File: config.mk
export PLATFORM = sky130hd
export DESIGN_NAME = ram_access_arbiter_flat
export DESIGN_NICKNAME = d
export VERILOG_FILES = /design/src/rtl/ram_arb_pkg.sv /design/src/rtl/ram_access_arbiter_if.sv /design/src/rtl/phi2_edge_sync.sv /design/src/rtl/ram_access_arbiter.sv /design/src/flat_wrapper.sv
export SDC_FILE = /design/constraint.sdc
export NUM_CORES = 1
export LEC_CHECK = 0
export CORE_ASPECT_RATIO = 0.7
export CORE_MARGIN = 2
export CORE_UTILIZATION = 34
export CTS_CLUSTER_SIZE = 28
export DETAILED_ROUTE_END_ITERATION = 8
export GPL_TIMING_DRIVEN = 0
export REMOVE_ABC_BUFFERS = 1
export SLEW_MARGIN = 25
export SYNTH_ARGS = -nofsm -noshare
export SYNTH_HDL_FRONTEND = slang
export SYNTH_SLANG_ARGS = --single-unit
File: constraint.sdc
create_clock -name clk -period 6 [get_ports clk]
set_clock_uncertainty 0.1 [all_clocks]
set_input_delay 0.9 -clock clk [delete_from_list [all_inputs] [get_ports clk]]
set_output_delay 0.9 -clock clk [all_outputs]
set_load 0.01 [all_outputs]
File: src/rtl/ram_arb_pkg.sv
// ram_arb_pkg: shared state encoding and read-return owner tags for the sram arbiter
package ram_arb_pkg;
    typedef enum logic [1:0] {LOAD, RUN, HALT_WAIT, HALTED} state_t;
    localparam logic [1:0] OWNER_NONE  = 2'd0;
    localparam logic [1:0] OWNER_FLASH = 2'd1;
    localparam logic [1:0] OWNER_CPU   = 2'd2;
    localparam logic [1:0] OWNER_DIAG  = 2'd3;
endpackage

File: src/rtl/ram_access_arbiter_if.sv
// ram_access_arbiter_if: requester, CPU bus and sram-side signals of the arbiter
interface ram_access_arbiter_if #(parameter int AW = 16, parameter int DW = 8);
    logic          load_done;
    logic          fl_req, fl_we, fl_gnt;
    logic [AW-1:0] fl_addr;
    logic [DW-1:0] fl_wdata;
    logic          dg_req, dg_we, dg_gnt;
    logic [AW-1:0] dg_addr;
    logic [DW-1:0] dg_wdata;
    logic          cpu_phi2, cpu_sel, cpu_rwbar;
    logic [AW-1:0] cpu_addr;
    logic [DW-1:0] cpu_wdata;
    logic          dg_halt_req;
    logic [AW-1:0] ram_addr;
    logic [DW-1:0] ram_wdata;
    logic          ram_cs, ram_we, rd_valid;
    logic [1:0]    rd_owner;
    logic          halted, rdy;
    modport slave (
        input  load_done, fl_req, fl_we, fl_addr, fl_wdata,
        input  dg_req, dg_we, dg_addr, dg_wdata,
        input  cpu_phi2, cpu_sel, cpu_rwbar, cpu_addr, cpu_wdata, dg_halt_req,
        output fl_gnt, dg_gnt, ram_addr, ram_wdata, ram_cs, ram_we,
        output rd_valid, rd_owner, halted, rdy
    );
    modport master (
        output load_done, fl_req, fl_we, fl_addr, fl_wdata,
        output dg_req, dg_we, dg_addr, dg_wdata,
        output cpu_phi2, cpu_sel, cpu_rwbar, cpu_addr, cpu_wdata, dg_halt_req,
        input  fl_gnt, dg_gnt, ram_addr, ram_wdata, ram_cs, ram_we,
        input  rd_valid, rd_owner, halted, rdy
    );
endinterface

File: src/rtl/phi2_edge_sync.sv
// phi2_edge_sync: brings the asynchronous CPU phi2 into clk and flags its rising/falling edges
module phi2_edge_sync #(parameter int SYNC_STAGES = 2) (
    input  logic clk,
    input  logic rst_n,
    input  logic phi2,
    output logic level,
    output logic rise,
    output logic fall
);
    logic [SYNC_STAGES-1:0] sr;
    logic                   prev;
    // shift phi2 through the synchroniser and keep one extra copy for edge detection
    always_ff @(posedge clk or negedge rst_n) begin
        if (!rst_n) begin
            sr   <= '0;
            prev <= 1'b0;
        end else begin
            sr   <= {sr[SYNC_STAGES-2:0], phi2};
            prev <= sr[SYNC_STAGES-1];
        end
    end
    assign level = sr[SYNC_STAGES-1];
    assign rise  = level & ~prev;
    assign fall  = ~level & prev;
endmodule

File: src/rtl/ram_access_arbiter.sv
// ram_access_arbiter: single-port sram owner selection between flash loader, CPU and diagnostics
module ram_access_arbiter
    import ram_arb_pkg::*;
#(
    parameter int AW          = 16,
    parameter int DW          = 8,
    parameter int SYNC_STAGES = 2
) (
    input logic                 clk,
    input logic                 rst_n,
    ram_access_arbiter_if.slave bus
);
    state_t        st, nxt;
    logic          load_seen, load_ok, cpu_en;
    logic          phi2_s, rise, fall, fall_d, rd_hit;
    logic          fl_go, dg_go, cr_go, cw_go;
    logic          w_sel, w_rw;
    logic [AW-1:0] w_addr;
    logic [DW-1:0] w_data;
    logic [1:0]    cs_own;

    phi2_edge_sync #(.SYNC_STAGES(SYNC_STAGES)) u_sync (
        .clk   (clk),
        .rst_n (rst_n),
        .phi2  (bus.cpu_phi2),
        .level (phi2_s),
        .rise  (rise),
        .fall  (fall)
    );

    // pick the access to launch this cycle and the next ownership state
    always_comb begin
        load_ok = bus.load_done | load_seen;
        cpu_en  = (st == RUN) || (st == HALT_WAIT);
        fl_go   = (st == LOAD) && bus.fl_req && !bus.ram_cs && !load_ok;
        dg_go   = (st == HALTED) && bus.dg_req && !bus.ram_cs;
        cr_go   = cpu_en && rise && bus.cpu_sel && bus.cpu_rwbar;
        cw_go   = cpu_en && fall && w_sel && !w_rw && !rd_hit;
        nxt     = st;
        unique case (st)
            LOAD:      nxt = (load_ok && !bus.ram_cs) ? RUN : LOAD;
            RUN:       nxt = bus.dg_halt_req ? HALT_WAIT : RUN;
            HALT_WAIT: nxt = !bus.dg_halt_req ? RUN : fall_d ? HALTED : HALT_WAIT;
            HALTED:    nxt = bus.dg_halt_req ? HALTED : RUN;
        endcase
    end

    // state, CPU write capture, registered sram strobes and read-return tagging
    always_ff @(posedge clk or negedge rst_n) begin
        if (!rst_n) begin
            st            <= LOAD;
            load_seen     <= 1'b0;
            fall_d        <= 1'b0;
            rd_hit        <= 1'b0;
            w_sel         <= 1'b0;
            w_rw          <= 1'b0;
            w_addr        <= '0;
            w_data        <= '0;
            cs_own        <= OWNER_NONE;
            bus.ram_cs    <= 1'b0;
            bus.ram_we    <= 1'b0;
            bus.ram_addr  <= '0;
            bus.ram_wdata <= '0;
            bus.fl_gnt    <= 1'b0;
            bus.dg_gnt    <= 1'b0;
            bus.rd_valid  <= 1'b0;
            bus.rd_owner  <= OWNER_NONE;
            bus.rdy       <= 1'b0;
            bus.halted    <= 1'b0;
        end else begin
            st        <= nxt;
            load_seen <= load_ok;
            fall_d    <= fall;
            rd_hit    <= rise ? cr_go : rd_hit;
            if (phi2_s) begin
                w_sel  <= bus.cpu_sel;
                w_rw   <= bus.cpu_rwbar;
                w_addr <= bus.cpu_addr;
                w_data <= bus.cpu_wdata;
            end
            bus.ram_cs <= fl_go | dg_go | cr_go | cw_go;
            bus.ram_we <= fl_go ? bus.fl_we : dg_go ? bus.dg_we : cw_go;
            bus.fl_gnt <= fl_go;
            bus.dg_gnt <= dg_go;
            if (fl_go) begin
                bus.ram_addr  <= bus.fl_addr;
                bus.ram_wdata <= bus.fl_wdata;
                cs_own        <= OWNER_FLASH;
            end else if (dg_go) begin
                bus.ram_addr  <= bus.dg_addr;
                bus.ram_wdata <= bus.dg_wdata;
                cs_own        <= OWNER_DIAG;
            end else if (cr_go) begin
                bus.ram_addr  <= bus.cpu_addr;
                cs_own        <= OWNER_CPU;
            end else if (cw_go) begin
                bus.ram_addr  <= w_addr;
                bus.ram_wdata <= w_data;
                cs_own        <= OWNER_CPU;
            end
            bus.rd_valid <= bus.ram_cs & ~bus.ram_we;
            bus.rd_owner <= (bus.ram_cs && !bus.ram_we) ? cs_own : OWNER_NONE;
            bus.rdy      <= (nxt == RUN);
            bus.halted   <= (nxt == HALTED);
        end
    end
endmodule

File: src/flat_wrapper.sv
// flat-port wrapper written by rule: the top's interface ports become plain ports
module ram_access_arbiter_flat import ram_arb_pkg::*;
#(
    parameter int AW          = 16,
    parameter int DW          = 8,
    parameter int SYNC_STAGES = 2
)
  (clk, rst_n, bus_load_done, bus_fl_req, bus_fl_we, bus_fl_addr, bus_fl_wdata, bus_dg_req, bus_dg_we, bus_dg_addr, bus_dg_wdata, bus_cpu_phi2, bus_cpu_sel, bus_cpu_rwbar, bus_cpu_addr, bus_cpu_wdata, bus_dg_halt_req, bus_fl_gnt, bus_dg_gnt, bus_ram_addr, bus_ram_wdata, bus_ram_cs, bus_ram_we, bus_rd_valid, bus_rd_owner, bus_halted, bus_rdy);
  ram_access_arbiter_if #(.AW(AW), .DW(DW)) bus_i ();
  input logic clk;
  input logic rst_n;
  input wire logic [$bits(bus_i.load_done)-1:0] bus_load_done;
  input wire logic [$bits(bus_i.fl_req)-1:0] bus_fl_req;
  input wire logic [$bits(bus_i.fl_we)-1:0] bus_fl_we;
  input wire logic [$bits(bus_i.fl_addr)-1:0] bus_fl_addr;
  input wire logic [$bits(bus_i.fl_wdata)-1:0] bus_fl_wdata;
  input wire logic [$bits(bus_i.dg_req)-1:0] bus_dg_req;
  input wire logic [$bits(bus_i.dg_we)-1:0] bus_dg_we;
  input wire logic [$bits(bus_i.dg_addr)-1:0] bus_dg_addr;
  input wire logic [$bits(bus_i.dg_wdata)-1:0] bus_dg_wdata;
  input wire logic [$bits(bus_i.cpu_phi2)-1:0] bus_cpu_phi2;
  input wire logic [$bits(bus_i.cpu_sel)-1:0] bus_cpu_sel;
  input wire logic [$bits(bus_i.cpu_rwbar)-1:0] bus_cpu_rwbar;
  input wire logic [$bits(bus_i.cpu_addr)-1:0] bus_cpu_addr;
  input wire logic [$bits(bus_i.cpu_wdata)-1:0] bus_cpu_wdata;
  input wire logic [$bits(bus_i.dg_halt_req)-1:0] bus_dg_halt_req;
  output wire logic [$bits(bus_i.fl_gnt)-1:0] bus_fl_gnt;
  output wire logic [$bits(bus_i.dg_gnt)-1:0] bus_dg_gnt;
  output wire logic [$bits(bus_i.ram_addr)-1:0] bus_ram_addr;
  output wire logic [$bits(bus_i.ram_wdata)-1:0] bus_ram_wdata;
  output wire logic [$bits(bus_i.ram_cs)-1:0] bus_ram_cs;
  output wire logic [$bits(bus_i.ram_we)-1:0] bus_ram_we;
  output wire logic [$bits(bus_i.rd_valid)-1:0] bus_rd_valid;
  output wire logic [$bits(bus_i.rd_owner)-1:0] bus_rd_owner;
  output wire logic [$bits(bus_i.halted)-1:0] bus_halted;
  output wire logic [$bits(bus_i.rdy)-1:0] bus_rdy;
  assign bus_i.load_done = bus_load_done;
  assign bus_i.fl_req = bus_fl_req;
  assign bus_i.fl_we = bus_fl_we;
  assign bus_i.fl_addr = bus_fl_addr;
  assign bus_i.fl_wdata = bus_fl_wdata;
  assign bus_i.dg_req = bus_dg_req;
  assign bus_i.dg_we = bus_dg_we;
  assign bus_i.dg_addr = bus_dg_addr;
  assign bus_i.dg_wdata = bus_dg_wdata;
  assign bus_i.cpu_phi2 = bus_cpu_phi2;
  assign bus_i.cpu_sel = bus_cpu_sel;
  assign bus_i.cpu_rwbar = bus_cpu_rwbar;
  assign bus_i.cpu_addr = bus_cpu_addr;
  assign bus_i.cpu_wdata = bus_cpu_wdata;
  assign bus_i.dg_halt_req = bus_dg_halt_req;
  assign bus_fl_gnt = bus_i.fl_gnt;
  assign bus_dg_gnt = bus_i.dg_gnt;
  assign bus_ram_addr = bus_i.ram_addr;
  assign bus_ram_wdata = bus_i.ram_wdata;
  assign bus_ram_cs = bus_i.ram_cs;
  assign bus_ram_we = bus_i.ram_we;
  assign bus_rd_valid = bus_i.rd_valid;
  assign bus_rd_owner = bus_i.rd_owner;
  assign bus_halted = bus_i.halted;
  assign bus_rdy = bus_i.rdy;
  ram_access_arbiter #(.AW(AW), .DW(DW), .SYNC_STAGES(SYNC_STAGES)) u_core (.clk(clk), .rst_n(rst_n), .bus(bus_i));
endmodule
* Yosys cells after proc, flatten, opt, wreduce, memory -nomap -nowiden
Index checks and enable logic that the tools add are counted.
** Storage, ports and cells
- Register bits after elaboration :: 69
- Word-level logic and storage cells :: 82
** Operators by class
- Equality and inequality tests :: 6
- Mux-type cells :: 21
- Bitwise gates (word level) :: 10
- Reduce and logical (&&, ||, !) cells :: 24
** Operators by type and width (number)
- $mux W16 :: 4
- $mux W8 :: 4
- $mux W2 :: 8
- $logic_and A1 B1 Y1 :: 14
- $pmux W2 S4 :: 1
- $eq A2 B2 Y1 const B :: 3
- $logic_not A1 Y1 :: 5
- $eq A2 B1 Y1 const B :: 2
- $mux W1 :: 4
- $or A1 B1 Y1 :: 4
- $reduce_bool A4 Y1 :: 1
- $and A1 B1 Y1 :: 3
- $ne A3 B1 Y1 const B :: 1
- $not A1 Y1 :: 3
- $reduce_bool A3 Y1 :: 1
- $logic_not A2 Y1 :: 1
- $reduce_and A2 Y1 :: 1
- $logic_or A1 B1 Y1 :: 1

* Depth between registers and ports, before layout
Gate-level depths: netlist (run 1).
- Depth after elaboration :: 10
- Depth in mapped cells :: 8
- Mapped depth without buffers :: 6

* Cells and area by module
From an unflattened synthesis (run 1), not the netlist that was laid out.
** Unflattened totals
- Cell total of the unflattened synthesis :: 294
- Area total of the unflattened synthesis :: 3334.4 sq um
** By module, submodules not included
- ram_access_arbiter :: times used 1, cells each 289, area each 3244.4 sq um
- phi2_edge_sync :: times used 1, cells each 5, area each 90.1 sq um

* Worst setup path before layout (run 1)
OpenSTA, ideal clock, no wires.
- Kind :: input to register
- From :: input bus_cpu_sel
- To :: register u_core.bus.ram_addr[10]
- Setup time :: 0.128 ns
- Arrival time :: 2.061 ns
- Slack :: 3.711 ns
- Stages :: 6
- Path buffers :: 2
- Cell sequence :: nand2_1 > or3_1 > buf_6 > a211oi_4 > buf_6 > a221oi_2
** Between the ends
- Longest elaborated chain between the ends :: 5
** Ends and longest elaborated chain
- start, declared :: RTL line flat_wrapper.sv:22 : input wire logic [$bits(bus_i.cpu_sel)-1:0] bus_cpu_sel;
- $logic_and A1 B1 Y1 * (2 in a row) :: RTL line ram_access_arbiter.sv:37 : cr_go = cpu_en && rise && bus.cpu_sel && bus.cpu_rwbar;
- $mux W16 :: RTL line ram_access_arbiter.sv:93 : end else if (cr_go) begin
- $mux W16 :: RTL line ram_access_arbiter.sv:89 : end else if (dg_go) begin
- $mux W16 :: RTL line ram_access_arbiter.sv:85 : if (fl_go) begin
- end signal, assigned :: RTL line ram_access_arbiter.sv:86 : bus.ram_addr <= bus.fl_addr;
- end signal, assigned :: RTL line ram_access_arbiter.sv:90 : bus.ram_addr <= bus.dg_addr;
- end signal, assigned :: RTL line ram_access_arbiter.sv:94 : bus.ram_addr <= bus.cpu_addr;
- end, declared :: RTL line ram_access_arbiter_if.sv:23 : output fl_gnt, dg_gnt, ram_addr, ram_wdata, ram_cs, ram_we,
Mark *: on every way between the ends. The rest lies on a longest branch, timed or not.
A chain may end at the register's enable or synchronous reset.

* Worst setup path in the final report (run 1)
- From :: input bus_cpu_sel
- To :: register u_core.bus.ram_addr[4]
Same word-level chain as after synthesis.

==> results of run 1 <==
## worst max-delay path, cell delays in order
cell and delay [ns]:
clkdlybuf4s50_1 0.46, nand2_1 0.06, or3_2 0.82, a211oi_4 0.99, a221oi_1 0.21
## path summary, 6_finish.rpt
path                                           from                       to  slack (ns)  cells past startpoint
worst max-delay path                    bus_cpu_sel   u_core.bus.ram_addr[4]        2.58                      5
worst min-delay path            u_core.u_sync.sr[0]      u_core.u_sync.sr[1]        0.25                      0
worst max register to register  u_core.u_sync.sr[1]   u_core.bus.ram_addr[4]        2.69                      4
worst min register to register  u_core.u_sync.sr[0]      u_core.u_sync.sr[1]        0.25                      0
max in group asynchronous                     rst_n  u_core.bus.ram_addr[14]        4.80                      2
min in group asynchronous                     rst_n             u_core.st[0]        0.44                      1
## flip-flops by register name (all words and copies together) (netlist names), 2 cells and up
name and cells:
u_core.bus.ram_addr 16, u_core.w_addr 16, u_core.bus.ram_wdata 8, u_core.w_data 8
u_core.bus.rd_owner 2, u_core.cs_own 2, u_core.st 2, u_core.u_sync.sr 2
## cell families (layout without fill, tap and decap cells)
| group | Yosys count | after routing | synth area share (%) |
|---|---|---|---|
| compound gates | 40 | 40 | 12.3 |
| fa+ha+maj | 4 | 4 | 1.51 |
| simple gates | 57 | 57 | 10.3 |
| flops | 69 | 69 | 51.9 |
| buf+inv | 42 | 159 | 5.83 |
| mux | 57 | 57 | 18.1 |
## cells in the final DEF, fill, tap and decap left out, types with 4 or more instances in the layout
| cell | n |
|---|---|
| a221oi_1 | 6 |
| a221oi_2 | 10 |
| a311oi_1 | 8 |
| and2_0 | 6 |
| and2_1 | 4 |
| clkbuf_16 | 9 |
| clkdlybuf4s50_1 | 114 |
| dfrtp_1 | 68 |
| ha_1 | 4 |
| inv_1 | 24 |
| mux2_2 | 25 |
| mux2i_1 | 32 |
| nand2_1 | 4 |
| nand2b_1 | 11 |
| nor2_1 | 10 |
| nor2b_1 | 4 |
| o2bb2ai_1 | 8 |
| or2b_1 | 6 |
## per-layer routing
metal | share of wire (%) | vias to the layer above | track usage (%) | wire length (µm)
li1 | - | 1183 | - | -
met1 | 49 | 1188 | 22.7 | 4060
met2 | 42 | 78 | 24.4 | 3530
met3 | 8.0 | 11 | 6.38 | 671
met4 | 1.1 | 0 | 5.02 | 94
met5 | 0 | - | 0 | 0
## where the power goes
part | switching (W) | total (W) | internal (W)
Combinational | 0.000257 | 0.000613 | 0.000357
Sequential | 0.0000683 | 0.000659 | 0.000591
Clock | 0.000184 | 0.000495 | 0.000311
Total | 0.000509 | 0.00177 | 0.00126
## metrics by stage
stage          std cells  power [W]  hold WS [ns]
6_report             514    0.00177         0.245
4_1_cts              514    0.00179         0.248
2_1_floorplan        252   0.000963         0.231
5_1_grt              514    0.00188         0.263
3_3_place_gp         495    0.00127         0.238
3_5_place_dp         499    0.00129         0.236
## final cells by class
type,instances,area (µm²)
well taps,128,160
multi-input cells,158,1410
clock buffers,14,274
repair buffers,119,1200
flip-flops and latches,69,1730
fillers,894,4740
inverters,25,93.8
clock inverters,1,5.00
==> results by group, run 1 <==
Logic synthesis
  – Yosys warning count: 0
  – Syn Std Cell Area: 3320 µm²
  – Ys flop type: dfrtp_1
  – Top cells by count, synth: dfrtp_1 (69), mux2i_1 (32), inv_1 (25), mux2_2 (25), nand2b_1 (11)
  – Ys async rst share: 100%
  – #FFs+latches synth: 69
  – Post-synthesis average cell area: 12.4 µm²
  – Leading cell type by number of instances after synthesis: dfrtp_1
  – Top cells by area, synth: dfrtp_1 (52%), mux2i_1 (9.6%), mux2_2 (8.5%)
  – Synth top area share: 51.9%
  – Synth area leader: dfrtp_1
  – Sequential share of the synthesized area: 51.9%
  – Gate Count Post-Synth: 269
  – Cell variety after synth: 35
  – Number of flops mapped to enable cells by yosys: 0

Place
  – DP Area: 4590 µm²
  – Place WS: 1.99 ns
  – RD Place Congestion: 0.737
  – IO buf count: 115
  – DP Wirelength: 5690 µm

Clock tree
  – Clock slew at reported path FFs: 0.05 ns
  – PostCTS Resize Cnt: 0
  – TritonCTS buffer count: 9
  – Clk_lat worst skew: 0.33 ns
  – CTS Sinks: 69
  – CTS Hold Bufs: 0
  – CTS tree: yes
  – Postcts setup bufs: 0
  – CTS root buffer: clkbuf_16
  – Clock buffer depth: 2
  – H-tree levels: 3

Timing
  – TNS Setup: 0 ns
  – Final Setup Violations: 0
  – Slew at the pin with the worst max-slew slack: 1.04 ns
  – Fmax: 293 MHz
  – RSZ-0062 raised after global routing: no
  – Final period util: 57.0%
  – Count of pins over their slew limit: 0
  – Hold Violations, Final: 0
  – Worst setup margin: 2.58 ns
  – Slew Limit Headroom: 30.4%
  – Fin crit period: 3.42 ns

Setup path
  – Req. time, crit path: 6.03 ns
  – Worst Setup Start Kind: input port
  – Arrival time at the worst endpoint: 3.45 ns
  – Crit. End Element: register
  – Kind of critical path: in2reg
  – Crit path max fanout: 20

Finish
  – Layout cells sized above 1: 15.5%
  – Area Growth Syn to Fin: 46.5%
  – Layout net count: 469
  – Antenna cells: 0
  – Final instance area: 4870 µm²
  – Final core utilization: 50.7%

Run status
  – Status: finished, final reports clean

Route
  – DR vias/cell: 4.79
  – First DRT Iteration DRCs: 103
  – Routed Antenna Nets: 0
  – Vias post-DR: 2460
  – Routed WL per cell: 16.3 µm
  – Final wirelength: 8360 µm
  – DR pass1 iterations: 4
  – DRC: 0

GRT
  – First-pass GRT wire length: 13200 µm
  – Initial antenna violation count: 0
  – Gr ovfl total: 0
  – GRT Util Overall: 16.6%
  – Largest net degree at the start of global routing: 39
  – Vias in the first global route: 2545

Floorplan
  – Initial core utilization: 34.6%
  – Core Area: 9610 µm²
  – Chip width: 122 µm
  – Die Ht: 86.7 µm
  – # rows: 30
  – Die footprint: 10600 µm²
  – I/O Pins: 116

Min path
  – HP Class: reg2reg

Power and ir drop
  – Peak supply drop: 0.000190 V
  – Power per Cell Area: 363 nW/µm²
  – Static leakage: 2.24 nW

Run
  – Max Cap Viol: 0
(Power assumes the default switching activity.)
==> run 2, diff against run 1 <==
PLACE_DENSITY = 0.66   (was unset)
clock period = 3.11 ns   (was 6 ns; I/O delays follow)
==> run 2 against run 1 <==
  * Sequential power rose by 94%
  * Non-clock buffer count rose by 2
  * Clock-buffer cell count fell by 5
==> results by group, run 2 (synthesis results as in run 1) <==
Setup path
  – Worst setup path start: u_core.u_sync.sr[1]
  – Critical Path Sink: u_core.bus.ram_addr[3]
  – Stages on the worst setup path: 5
  – Crit-path max cell delay: 0.80 ns
  – Kind of critical path: reg2reg
  – Worst Setup Start Kind: register
  – Worst path slowest cell: or3_2
  – Req. time, crit path: 3.19 ns
  – Cell Chain, Critical Path: nand2_1 > or3_2 > a211oi_4 > buf_8 > a221oi_1
  – Internal reg-to-reg setup slack: 0.22 ns
  – Terminus of the critical flop-to-flop path: u_core.bus.ram_addr[3]
  – Crit path max fanout: 31
  – Top Family by Delay on Critical Path: simple AND/OR/NAND/NOR gates
  – Crit path buf inv count: 1
  – Worst r2r src: u_core.u_sync.sr[1]
  – Arrival time at the worst endpoint: 2.97 ns
  – R2R depth: 5
  – Crit. End Element: register

Timing
  – Slew Limit Headroom: 44.4%
  – Count of pins over their slew limit: 0
  – Fin crit period: 2.89 ns
  – Final period util: 93.0%
  – Slew at the pin with the worst max-slew slack: 0.812 ns
  – RSZ-0062 raised after global routing: no
  – Hold Violations, Final: 0
  – Final Setup Violations: 0
  – TNS Setup: 0 ns
  – Fmax: 346 MHz

Finish
  – Area Growth Syn to Fin: 48.4%
  – Commonest non-fill, non-tap cell in the layout: clkdlybuf4s50_1
  – Largest registers: u_core.bus.ram_addr (16), u_core.w_addr (16)
  – Final core utilization: 51.3%
  – Layout net count: 471
  – Non-Filler Instances: 517
  – Layout cells sized above 1: 16.5%
  – Antenna cells: 0
  – Highest-count cells in the layout ignoring fill and taps: clkdlybuf4s50_1 (114), dfrtp_1 (68), mux2i_1 (32)

GRT
  – First-pass GRT wire length: 13500 µm
  – Largest net degree at the start of global routing: 37
  – GRT Util Overall: 16.9%
  – Initial antenna violation count: 0
  – Vias in the first global route: 2665
  – Gr ovfl total: 0

Floorplan
  – Chip width: 122 µm
  – Initial core utilization: 34.6%
  – Die Ht: 86.7 µm
  – Die footprint: 10600 µm²
  – Core Area: 9610 µm²
  – I/O Pins: 116
  – # rows: 30

Clock tree
  – Postcts setup bufs: 0
  – H-tree levels: 3
  – Clk_lat worst skew: 0.33 ns
  – TritonCTS buffer count: 9
  – CTS Sinks: 69
  – CTS root buffer: clkbuf_16
  – Clock slew at reported path FFs: 0.06 ns
  – Clock buffer depth: 2
  – CTS tree: yes

Route
  – DR pass1 iterations: 4
  – Final wirelength: 8250 µm
  – Routed WL per cell: 16.0 µm
  – First DRT Iteration DRCs: 113
  – DR vias/cell: 4.86
  – Routed Antenna Nets: 0
  – Vias post-DR: 2512
  – DRC: 0

Power and ir drop
  – Static leakage: 2.27 nW
  – Peak supply drop: 0.000351 V
  – Final Total Pwr: 0.00354 W
  – Power per Cell Area: 717 nW/µm²

Run status
  – Status: finished, final reports clean

Place
  – IO buf count: 115
  – DP Wirelength: 5810 µm
  – RD Place Congestion: 0.731
  – Dpl cells: 500

Min path
  – HP Class: reg2reg

Run
  – Max Cap Viol: 0
-- run 2: cell types whose count changed in the layout (fill, tap and decap cells not counted), sizes merged --
cell	change
bufinv	+2
buf	+1
clkinv	+2
dlygate4sd3	+1
clkinvlp	+2
clkbuf	-5
-- run 2: area by class of cell --
| class | count | area [µm²] |
|---|---|---|
| Clock buffer | 9 | 225 |
| Timing Repair Buffer | 121 | 1230 |
| Sequential cell | 69 | 1730 |
| Clock inverter | 7 | 90.1 |
| Fill cell | 884 | 4680 |
| Inverter | 25 | 93.8 |
| Multi-Input combinational cell | 158 | 1410 |
| Tap cell | 128 | 160 |
-- run 2: worst min-delay path by stage --
stage                              startpoint                  end  slack, ns  cells after the start
after global routing      u_core.u_sync.sr[0]  u_core.u_sync.sr[1]       0.27                      0
after detailed placement  u_core.u_sync.sr[0]  u_core.u_sync.sr[1]       0.25                      0
final                     u_core.u_sync.sr[0]  u_core.u_sync.sr[1]       0.26                      0
after floorplan                         rst_n    u_core.bus.dg_gnt       0.07                      0
after global placement    u_core.u_sync.sr[0]  u_core.u_sync.sr[1]       0.23                      0
after CTS                 u_core.u_sync.sr[0]  u_core.u_sync.sr[1]       0.26                      0
-- run 2: metal layers --
layer | track usage [%] | vias to the layer above | part of all wire, %
li1 | - | 1186 | -
met1 | 22.0 | 1230 | 47
met2 | 26.1 | 84 | 43
met3 | 6.25 | 12 | 7.9
met4 | 5.96 | 0 | 1.4
met5 | 0 | - | 0
-- run 2: worst reg2reg max path, delay by kind of cell (launching register included) --
family                 cells  cell delay, ns
AND/OR/NAND/NOR            2            0.94
flip-flops                 1            0.70
AO/OA/AOI/OAI              2            0.76
buffers and inverters      1            0.24
-- run 2: through the flow --
step	hold WS [ns]	setup slack, ns	cell area, µm²
final	0.259	0.218	4930
after global routing	0.271	0.0509	4930
after CTS	0.262	0.0315	4930
after detailed placement	0.250	-0.197	4600
after global placement	0.233	-1.51	4540
after floorplan	0.0709	0.179	3220
-- run 2: power breakdown --
part | leakage (nW) | switching [W] | internal [W] | total, W
sequential | 0.819 | 0.000138 | 0.00114 | 0.00128
combinational | 1.30 | 0.000497 | 0.000693 | 0.00119
clock | 0.151 | 0.000374 | 0.000696 | 0.00107
total | 2.27 | 0.00101 | 0.00253 | 0.00354
-- run 2: repair_timing --
action                                  in CTS  in global routing
gates resized for setup                      1                  0
endpoints found under the hold margin       33                  0
hold buffers                                 1                  0
endpoints found under the setup margin      16                  0
==> run 3, diff against run 2 <==
--- a/config.mk
+++ b/config.mk
@@ -7,2 +7,3 @@
 export LEC_CHECK = 0
+export ABC_AREA = 1
 export CORE_ASPECT_RATIO = 0.7
@@ -13,3 +14,2 @@
 export GPL_TIMING_DRIVEN = 0
-export PLACE_DENSITY = 0.66
 export REMOVE_ABC_BUFFERS = 1
==> constraint.sdc (replaced) <==
create_clock -name clk -period 3.11 [get_ports clk]
set_clock_uncertainty 0.1 [all_clocks]
set_input_delay 0.311 -clock clk [delete_from_list [all_inputs] [get_ports clk]]
set_output_delay 0.311 -clock clk [all_outputs]
set_load 0.01 [all_outputs]
==> run 3 against run 2 <==
  * Cell count up 34%
  * Utilization down 0.21 points
  * Critical path depth up 2
  * Flip-flop and latch count unchanged
  * Synthesized cell count up 69%
  * Via count up 31%
  * Register-to-register slack better by 0.21 ns
  * Sequential power about the same
  * Setup slack better by 0.21 ns
  * Fmax up 7.7%
  * Die area up 4.4%
  * Critical path type unchanged
  * Largest power group unchanged
==> results by group, run 3 <==
Timing
  – Slew at the pin with the worst max-slew slack: 0.870 ns
  – Count of pins over their slew limit: 0
  – Final period util: 86.4%
  – Worst setup margin: 0.424 ns
  – Slew Limit Headroom: 41.9%
  – Hold Violations, Final: 0
  – Final Setup Violations: 0
  – RSZ-0062 raised after global routing: no
  – Worst hold margin: 0.253 ns
  – TNS Setup: 0 ns
  – Fin crit period: 2.69 ns
  – Fmax: 372 MHz

Setup path
  – Arrival time at the worst endpoint: 2.85 ns
  – Top cell by count, worst path: nand2_1
  – Crit path buf inv count: 2
  – Crit-path max cell delay: 0.67 ns
  – Worst Setup Start Kind: register
  – Top Family by Delay on Critical Path: simple AND/OR/NAND/NOR gates
  – Crit path max fanout: 50
  – Worst path slowest cell: dfrtp_4
  – Cell Chain, Critical Path: nand2_2 > inv_2 > nand2_1 > nand3_2 > inv_2 > nand2_1 > nand2_1
  – Req. time, crit path: 3.27 ns
  – Kind of critical path: reg2reg
  – Crit. End Element: register

GRT
  – First-pass GRT wire length: 16300 µm
  – Largest net degree at the start of global routing: 51
  – Gr ovfl total: 0
  – Vias in the first global route: 3246
  – Initial antenna violation count: 0
  – GRT Util Overall: 18.8%

Run status
  – Status: finished, final reports clean

Route
  – Routed WL per cell: 14.0 µm
  – DR vias/cell: 4.74
  – DRC: 0
  – Vias post-DR: 3293
  – Routed Antenna Nets: 0
  – Final wirelength: 9720 µm
  – First DRT Iteration DRCs: 188
  – DR pass1 iterations: 4

Finish
  – Non-Filler Instances: 695
  – Layout net count: 649
  – Highest-count cells in the layout ignoring fill and taps: nand2_1 (192), clkdlybuf4s50_1 (114), dfrtp_1 (68)
  – Area Growth Syn to Fin: 44.7%
  – Commonest non-fill, non-tap cell in the layout: nand2_1
  – Multi-input gate area: 1510 µm²
  – Largest registers: u_core.bus.ram_addr (16), u_core.w_addr (16)
  – Register area: 1730 µm²
  – Antenna cells: 0
  – Layout fillers: 986
  – Layout cells sized above 1: 5.47%

Place
  – RD Place Congestion: 0.744
  – DP Wirelength: 6640 µm
  – IO buf count: 115
  – Dpl cells: 677
  – Place WS: -0.154 ns

Logic synthesis
  – Yosys warning count: 0
  – Ys flop type: dfrtp_1
  – #FFs+latches synth: 69
  – Leading cell type by number of instances after synthesis: nand2_1
  – Sequential share of the synthesized area: 49.7%
  – Gate Count Post-Synth: 455
  – Cell variety after synth: 25
  – Top cells by count, synth: nand2_1 (193), dfrtp_1 (69), o21ai_0 (40)
  – Synth area leader: dfrtp_1
  – Synth top area share: 49.7%
  – Number of flops mapped to enable cells by yosys: 0
  – Syn Std Cell Area: 3480 µm²
  – Ys async rst share: 100%
  – Post-synthesis average cell area: 7.64 µm²
  – Top cells by area, synth: dfrtp_1 (50%), nand2_1 (21%), o21ai_0 (5.8%)

Floorplan
  – # rows: 30
  – I/O Pins: 116
  – Chip width: 125 µm
  – Die footprint: 11100 µm²
  – Core Area: 9830 µm²
  – Die Ht: 88.6 µm
  – Initial core utilization: 35.3%

Clock tree
  – CTS tree: yes
  – H-tree levels: 3
  – TritonCTS buffer count: 9
  – Clock slew at reported path FFs: 0.06 ns
  – CTS root buffer: clkbuf_16
  – Clock buffer depth: 2
  – CTS Sinks: 69
  – Clk_lat worst skew: 0.33 ns

Min path
  – HP Class: reg2reg

Run
  – Max Cap Viol: 0

Power and ir drop
  – Final Total Pwr: 0.00344 W
  – Power per Cell Area: 684 nW/µm²
  – Peak supply drop: 0.000251 V
  – Static leakage: 2.48 nW
==> run 3: cell types whose count changed in the layout (fill, tap and decap cells not counted), sizes merged, moves of 10 or more <==
cell | previous run | this run
o21bai | 0 | 16
inv | 25 | 39
and2 | 10 | 0
a221oi | 16 | 0
mux2i | 32 | 0
nand3 | 3 | 37
mux2 | 25 | 0
o21ai | 2 | 40
nand2b | 11 | 0
nand2 | 4 | 194
==> run 3: metrics by stage <==
stage / utilization [%] / area [µm²]
global route: 51.1 / 5030
floorplan: - / 3360
finish: 51.1 / 5030
CTS: 51.1 / 5030
detailed placement: 48.1 / 4730
global placement: 47.5 / 4680
==> run 3: repair_timing <==
action                                  in CTS  in global routing
gates cloned                                 1                  0
endpoints found under the setup margin      16                 16
resized for setup                            0                  1
hold buffers                                 1                  0
buffers inserted                             0                  0
endpoints found under the hold margin       30                  0
==> run 3: cell families (layout without fill, tap and decap cells) <==
| kind of cell | Yosys count | after routing | share of synthesized area (%) |
|---|---|---|---|
| DFF | 69 | 69 | 49.7 |
| adders and majority gates | 4 | 4 | 1.44 |
| and+or+nand+nor | 252 | 252 | 29.6 |
| AOI/OAI and AO/OA | 68 | 69 | 11.9 |
| buffers and inverters | 62 | 173 | 7.42 |
==> run 3: final timing paths <==
kind                                           from                endpoint  slack (ns)  cells past startpoint
min in group asynchronous                     rst_n        u_core.load_seen        0.35                      2
worst max-delay path            u_core.u_sync.sr[1]  u_core.bus.ram_addr[6]        0.42                      7
max in group asynchronous                     rst_n        u_core.w_addr[0]        2.00                      3
worst min-delay path            u_core.u_sync.sr[0]     u_core.u_sync.sr[1]        0.25                      0
worst min register to register  u_core.u_sync.sr[0]     u_core.u_sync.sr[1]        0.25                      0
worst max register to register  u_core.u_sync.sr[1]  u_core.bus.ram_addr[6]        0.42                      7
==> run 3: final cells by class <==
| class | count | share of cell area, % |
|---|---|---|
| timing repair buffer | 118 | 24.0 |
| clock buffer | 10 | 4.75 |
| multi-input combinational | 325 | 30.0 |
| inverter | 39 | 2.91 |
| sequential | 69 | 34.4 |
| clock inverter | 6 | 0.771 |
| tap | 128 | 3.18 |
==> run 3: worst register-to-register path, cell delays in order (launching register included) <==
cell and delay (ns):
dfrtp_4 0.67, nand2_2 0.41, inv_2 0.25, nand2_1 0.17, nand3_2 0.40, inv_2 0.44, nand2_1 0.10, nand2_1 0.09
==> run 3: layer usage <==
metal  global-route usage (%)  share of wire [%]  vias to the layer above
li1                         -                  -                     1655
met1                     26.1                 50                     1535
met2                     28.9                 41                       96
met3                     6.23                7.5                        7
met4                     4.95               0.72                        0
met5                        0                  0                        -
==> run 3: power by group <==
part | switching, W | leakage (nW) | internal (W) | total (W)
Sequential | 0.000128 | 0.853 | 0.00113 | 0.00126
Combinational | 0.000636 | 1.49 | 0.000603 | 0.00124
Clock | 0.000382 | 0.134 | 0.000557 | 0.000940
==> variant 1 (config.mk and constraints of run 1) <==
`AW` is set to 16 in 3 places; all go to 17.
--- a/src/rtl/ram_access_arbiter_if.sv
+++ b/src/rtl/ram_access_arbiter_if.sv
@@ -1,5 +1,5 @@
 // ram_access_arbiter_if: requester, CPU bus and sram-side signals of the arbiter
-interface ram_access_arbiter_if #(parameter int AW = 16, parameter int DW = 8);
+interface ram_access_arbiter_if #(parameter int AW = 17, parameter int DW = 8);
     logic          load_done;
     logic          fl_req, fl_we, fl_gnt;
     logic [AW-1:0] fl_addr;
--- a/src/rtl/ram_access_arbiter.sv
+++ b/src/rtl/ram_access_arbiter.sv
@@ -2,7 +2,7 @@
 module ram_access_arbiter
     import ram_arb_pkg::*;
 #(
-    parameter int AW          = 16,
+    parameter int AW          = 17,
     parameter int DW          = 8,
     parameter int SYNC_STAGES = 2
 ) (
--- a/src/flat_wrapper.sv
+++ b/src/flat_wrapper.sv
@@ -1,7 +1,7 @@
 // flat-port wrapper written by rule: the top's interface ports become plain ports
 module ram_access_arbiter_flat import ram_arb_pkg::*;
 #(
-    parameter int AW          = 16,
+    parameter int AW          = 17,
     parameter int DW          = 8,
     parameter int SYNC_STAGES = 2
 )
Interface: changed (resized bus_cpu_addr, bus_dg_addr, bus_fl_addr and bus_ram_addr); port bits go from 116 to 120. The function was not compared with the original's and may differ.
==> variant 1 against run 1 <==
Die area up 2.0%. Via count rose by 1.1%. Setup slack better by 0.47 ns. Critical path depth is 3 higher. Cell area up 3.2%. Combinational power is essentially flat. Sequential cell count increased by 2. Power is 2.9% higher. Maximum frequency increased by 16%. Routed wire length shrank 3.2%. Area after synthesis grew 2.1%. Largest power group unchanged. Highest routed layer unchanged.
==> variant 1: results (changes against run 1) <==
Outcome
  – Status: finished, final reports clean

Finish
  – Biggest regs: u_core.bus.ram_addr: 17 flops, u_core.w_addr: 17 flops
  – Fraction of layout instances using a drive strength above 1: 15.3% (-0.29 points)
  – Nets: 486 (+3.6%)
  – # diodes: 0 (unchanged)
  – Layout Cells excl Fill: 528 (+2.7%)

STA
  – Setup ws final: 3.05 ns (+0.472 ns)
  – Worst-Margin Slew: 0.750 ns (-0.291 ns)

Global route
  – Global routing usage on met1: 20.9% (-1.8 points)
  – Vias in the first global route: 2,463 (-3.2%)
  – Met3 usage: 7.88% (+1.5 points)
  – Largest net degree at the start of global routing: 38 (-2.6%)
  – Routing usage on met2: 22.8% (-1.6 points)
  – First-pass GRT wire length: 12.5 mm (-4.9%)
  – GRT Total Usage: 15.5% (-1.1 points)
  – Initial antenna violation count: 0 (unchanged)

Pwr
  – Maximum VDD drop: 0.000134 V (-29%)
  – Cell leakage power: 2.33 nW (+3.9%)

Clocking
  – CTS clk-pin slew, worst paths: 0.05 ns (about the same)
  – Worst skew pair latency: 0.33 ns (about the same)
  – Clock Tree Root: clkbuf_16

Synthesis
  – Warnings from Yosys: 0 (unchanged)
  – Largest cells by area after synthesis: dfrtp_1, mux2i_1, mux2_2
  – Post-synth top cells: dfrtp_1, mux2i_1, inv_1
  – Sequential fraction of the synthesis area: 52.4% (+0.42 points)
  – Most used DFF post-synth: dfrtp_1
  – Synth Area per Inst: 12.2 sq um (-1.2%)
  – Yosys cell types: 34 (-2.9%)

Worst setup path
  – CP arrival: 3.07 ns (-0.38 ns)
  – Crit Path Max Fanout: 12 (-40%)
  – CP delay by family, top: buffers and inverters
  – Slowest stage delay, CP: 0.40 ns (-0.59 ns)
  – Slowest CP cell: clkdlybuf4s50_1

Drt
  – Via count: 2,486 (+1.1%)
  – Met1 Wirelength: 3.97 mm (-2.2%)
  – Drt pass-1 iters: 4 (unchanged)
  – DRT iter0 DRCs: 75 (-27%)
  – Routed met3 length: 688 um (+2.5%)
  – Top routing layer in use: met4
  – Metal2 WL: 3.37 mm (-4.3%)
  – Routed WL per cell: 15.3 um (-5.7%)

Placed design
  – Cell total after placement: 512 (+2.6%)
  – Hpwl dp: 5.59 mm (-1.9%)
  – Worst slack, placed: 1.96 ns (-0.0275 ns)
  – Placed Area: 0.00471 sq mm (+2.7%)
  – Gpl congestion: 0.753 (+2.2%)
  – IO Port Bufs: 119 (+3.5%)

Min path
  – Min-delay worst type: reg2reg
-- variant 1: cell count changes after synthesis, sizes merged, moves of 2 or more --
cell / before / now
nand2b: 11 / 17
dfrtp: 69 / 71
or2b: 6 / 0
inv: 25 / 27
mux2i: 32 / 34
-- variant 1: power breakdown --
part / leakage, nW / switching, mW / total, mW / internal, mW
Clock: 0.145 / 0.192 / 0.534 / 0.341
Sequential: 0.843 / 0.0669 / 0.673 / 0.606
Combinational: 1.34 / 0.252 / 0.612 / 0.360
-- variant 1: kinds of logic (layout without fill, tap and decap cells) --
kind of cell    count (synthesis)  count (layout)  share of synthesized area, %
fa+ha+maj                       4               4                          1.47
simple gates                   57              57                          9.99
flops                          71              71                          52.4
buf+inv                        44             166                          5.49
compound gates                 42              42                          12.0
mux                            60              60                          18.7
-- variant 1: worst paths after layout --
| check | start | end | slack, ns | depth (start not counted) |
|---|---|---|---|---|
| worst max register to register | u_core.u_sync.sr[1] | u_core.bus.ram_addr[5] | 3.21 | 4 |
| worst min register to register | u_core.u_sync.sr[0] | u_core.u_sync.sr[1] | 0.25 | 0 |
| worst max-delay path | bus_load_done | u_core.bus.ram_addr[5] | 3.05 | 8 |
| max in group asynchronous | rst_n | u_core.bus.ram_addr[4] | 4.82 | 2 |
| worst min-delay path | u_core.u_sync.sr[0] | u_core.u_sync.sr[1] | 0.25 | 0 |
| min in group asynchronous | rst_n | u_core.st[0] | 0.43 | 1 |
-- variant 1: cell type report --
cell class / instances / area, sq um
Inverter: 27 / 101
Multi-Input combinational cell: 163 / 1430
Tap cell: 128 / 160
Clock inverter: 3 / 42.5
Clock buffer: 12 / 256
Sequential cell: 71 / 1780
Timing Repair Buffer: 124 / 1250
Fill cell: 851 / 4660
==> variant 2 (flow settings as in run 1) <==
Made on the original files. Make the reset (`rst_n`) synchronous in 2 clocked blocks. Comments in the files are not updated.
--- a/src/rtl/phi2_edge_sync.sv
+++ b/src/rtl/phi2_edge_sync.sv
@@ -10,7 +10,7 @@
     logic [SYNC_STAGES-1:0] sr;
     logic                   prev;
     // shift phi2 through the synchroniser and keep one extra copy for edge detection
-    always_ff @(posedge clk or negedge rst_n) begin
+    always_ff @(posedge clk) begin
         if (!rst_n) begin
             sr   <= '0;
             prev <= 1'b0;
--- a/src/rtl/ram_access_arbiter.sv
+++ b/src/rtl/ram_access_arbiter.sv
@@ -46,7 +46,7 @@
     end
 
     // state, CPU write capture, registered sram strobes and read-return tagging
-    always_ff @(posedge clk or negedge rst_n) begin
+    always_ff @(posedge clk) begin
         if (!rst_n) begin
             st            <= LOAD;
             load_seen     <= 1'b0;
Formal check against the unedited RTL: differs if rst_n is asserted again (counterexample within 4 cycles, from zero or initial values and one cycle with rst_n low); with rst_n held inactive, the same outputs for 10 cycles.
==> variant 2 against run 1 <==
Via count grew 30%. Sequential cell count is the same. Routed wire length grew 27%. Setup slack lost 0.57 ns. Cell area grew 1.2%. Critical path type unchanged. Area after synthesis grew 4.1%. Critical path depth shrank 1. First-iteration DRC count grew 58%.
Power is not compared: it rests on default switching activity, and its combinational part moved more than twofold at a synthesized area within 25%.
==> variant 2: results (changes against run 1) <==
Outcome
  – Status: finished, final reports clean

Worst setup path
  – Slowest stage delay, CP: 0.96 ns (-0.03 ns)
  – Worst r2r src: u_core.st[0]
  – R2R Setup Slk: 2.61 ns (-0.08 ns)
  – Slowest CP cell: nand3_1
  – CP Launch Point: bus_fl_req
  – End of the critical path: u_core.bus.ram_addr[5]
  – CP arrival: 4.12 ns (+0.67 ns)
  – Crit Path Max Fanout: 19 (-5.0%)

Finish
  – Nets: 545 (+16%)
  – Fillers: 907 (+1.5%)
  – Fraction of layout instances using a drive strength above 1: 12.3% (-3.2 points)

Placed design
  – Placed Area: 0.00466 sq mm (+1.6%)
  – Gpl congestion: 0.761 (+3.3%)

Synthesis
  – Post-synth ARST share: 0% (-100 points)
  – Compound-Gate Fraction of Synth Area: 27.0% (+15 points)
  – Mux contribution to synthesized area: 7.52% (-11 points)
  – Yosys cell types: 45 (+29%)
  – Largest cells by area after synthesis: dfxtp_1, mux2i_1, nand3_1
  – Post-Synth Adder-Cell Area: 1.45% (-0.060 points)
  – Post-synthesis cell count: 364 (+35%)
  – Sequential fraction of the synthesis area: 39.9% (-12 points)
  – Post-synth top cells: dfxtp_1, nand3_1, nor2_1

STA
  – Worst-Margin Slew: 1.06 ns (+0.0177 ns)
  – WHS: 0.330 ns (+0.0842 ns)

Global route
  – Met3 usage: 5.38% (-1.0 points)
  – Routing usage on met2: 30.8% (+6.4 points)
  – Global routing usage on met1: 26.7% (+4.0 points)
  – First-pass GRT wire length: 17.0 mm (+29%)
  – Vias in the first global route: 3,247 (+28%)

Min path
  – Worst Hold Endpoint: u_core.u_sync.sr[1]
  – Hold Crit Depth: 1 (+1)

Drt
  – Total Wirelength: 10.6 mm (+27%)
  – DRT iter0 DRCs: 163 (+58%)
  – Met1 Wirelength: 5.25 mm (+29%)
  – Drt via density: 5.43 (+13%)
==> variant 2: power groups by stage <==
stage	registers [mW]	logic, mW	clock network (mW)
2_1_floorplan	0.509	0.0668	0
3_3_place_gp	0.505	0.175	0
3_5_place_dp	0.505	0.183	0
4_1_cts	0.495	0.184	0.492
5_1_grt	0.498	0.197	0.511
6_report	0.495	0.183	0.479
==> variant 2: cell families after synthesis <==
kind of cell,after synthesis
buffers and inverters,39
AO/OA/AOI/OAI,107
multiplexers,26
AND/OR/NAND/NOR,119
flip-flops,69
adder cells (fa/ha/maj),4
==> variant 2: final cells by class <==
| class | count | area (sq um) | share of cell area (%) |
|---|---|---|---|
| multi-input cells | 256 | 1890 | 38.4 |
| clock buffers | 10 | 239 | 4.85 |
| clock inverters | 5 | 27.5 | 0.558 |
| inverters | 4 | 15.0 | 0.305 |
| flip-flops and latches | 69 | 1380 | 28.1 |
| repair buffers | 118 | 1210 | 24.6 |
| well taps | 128 | 160 | 3.25 |
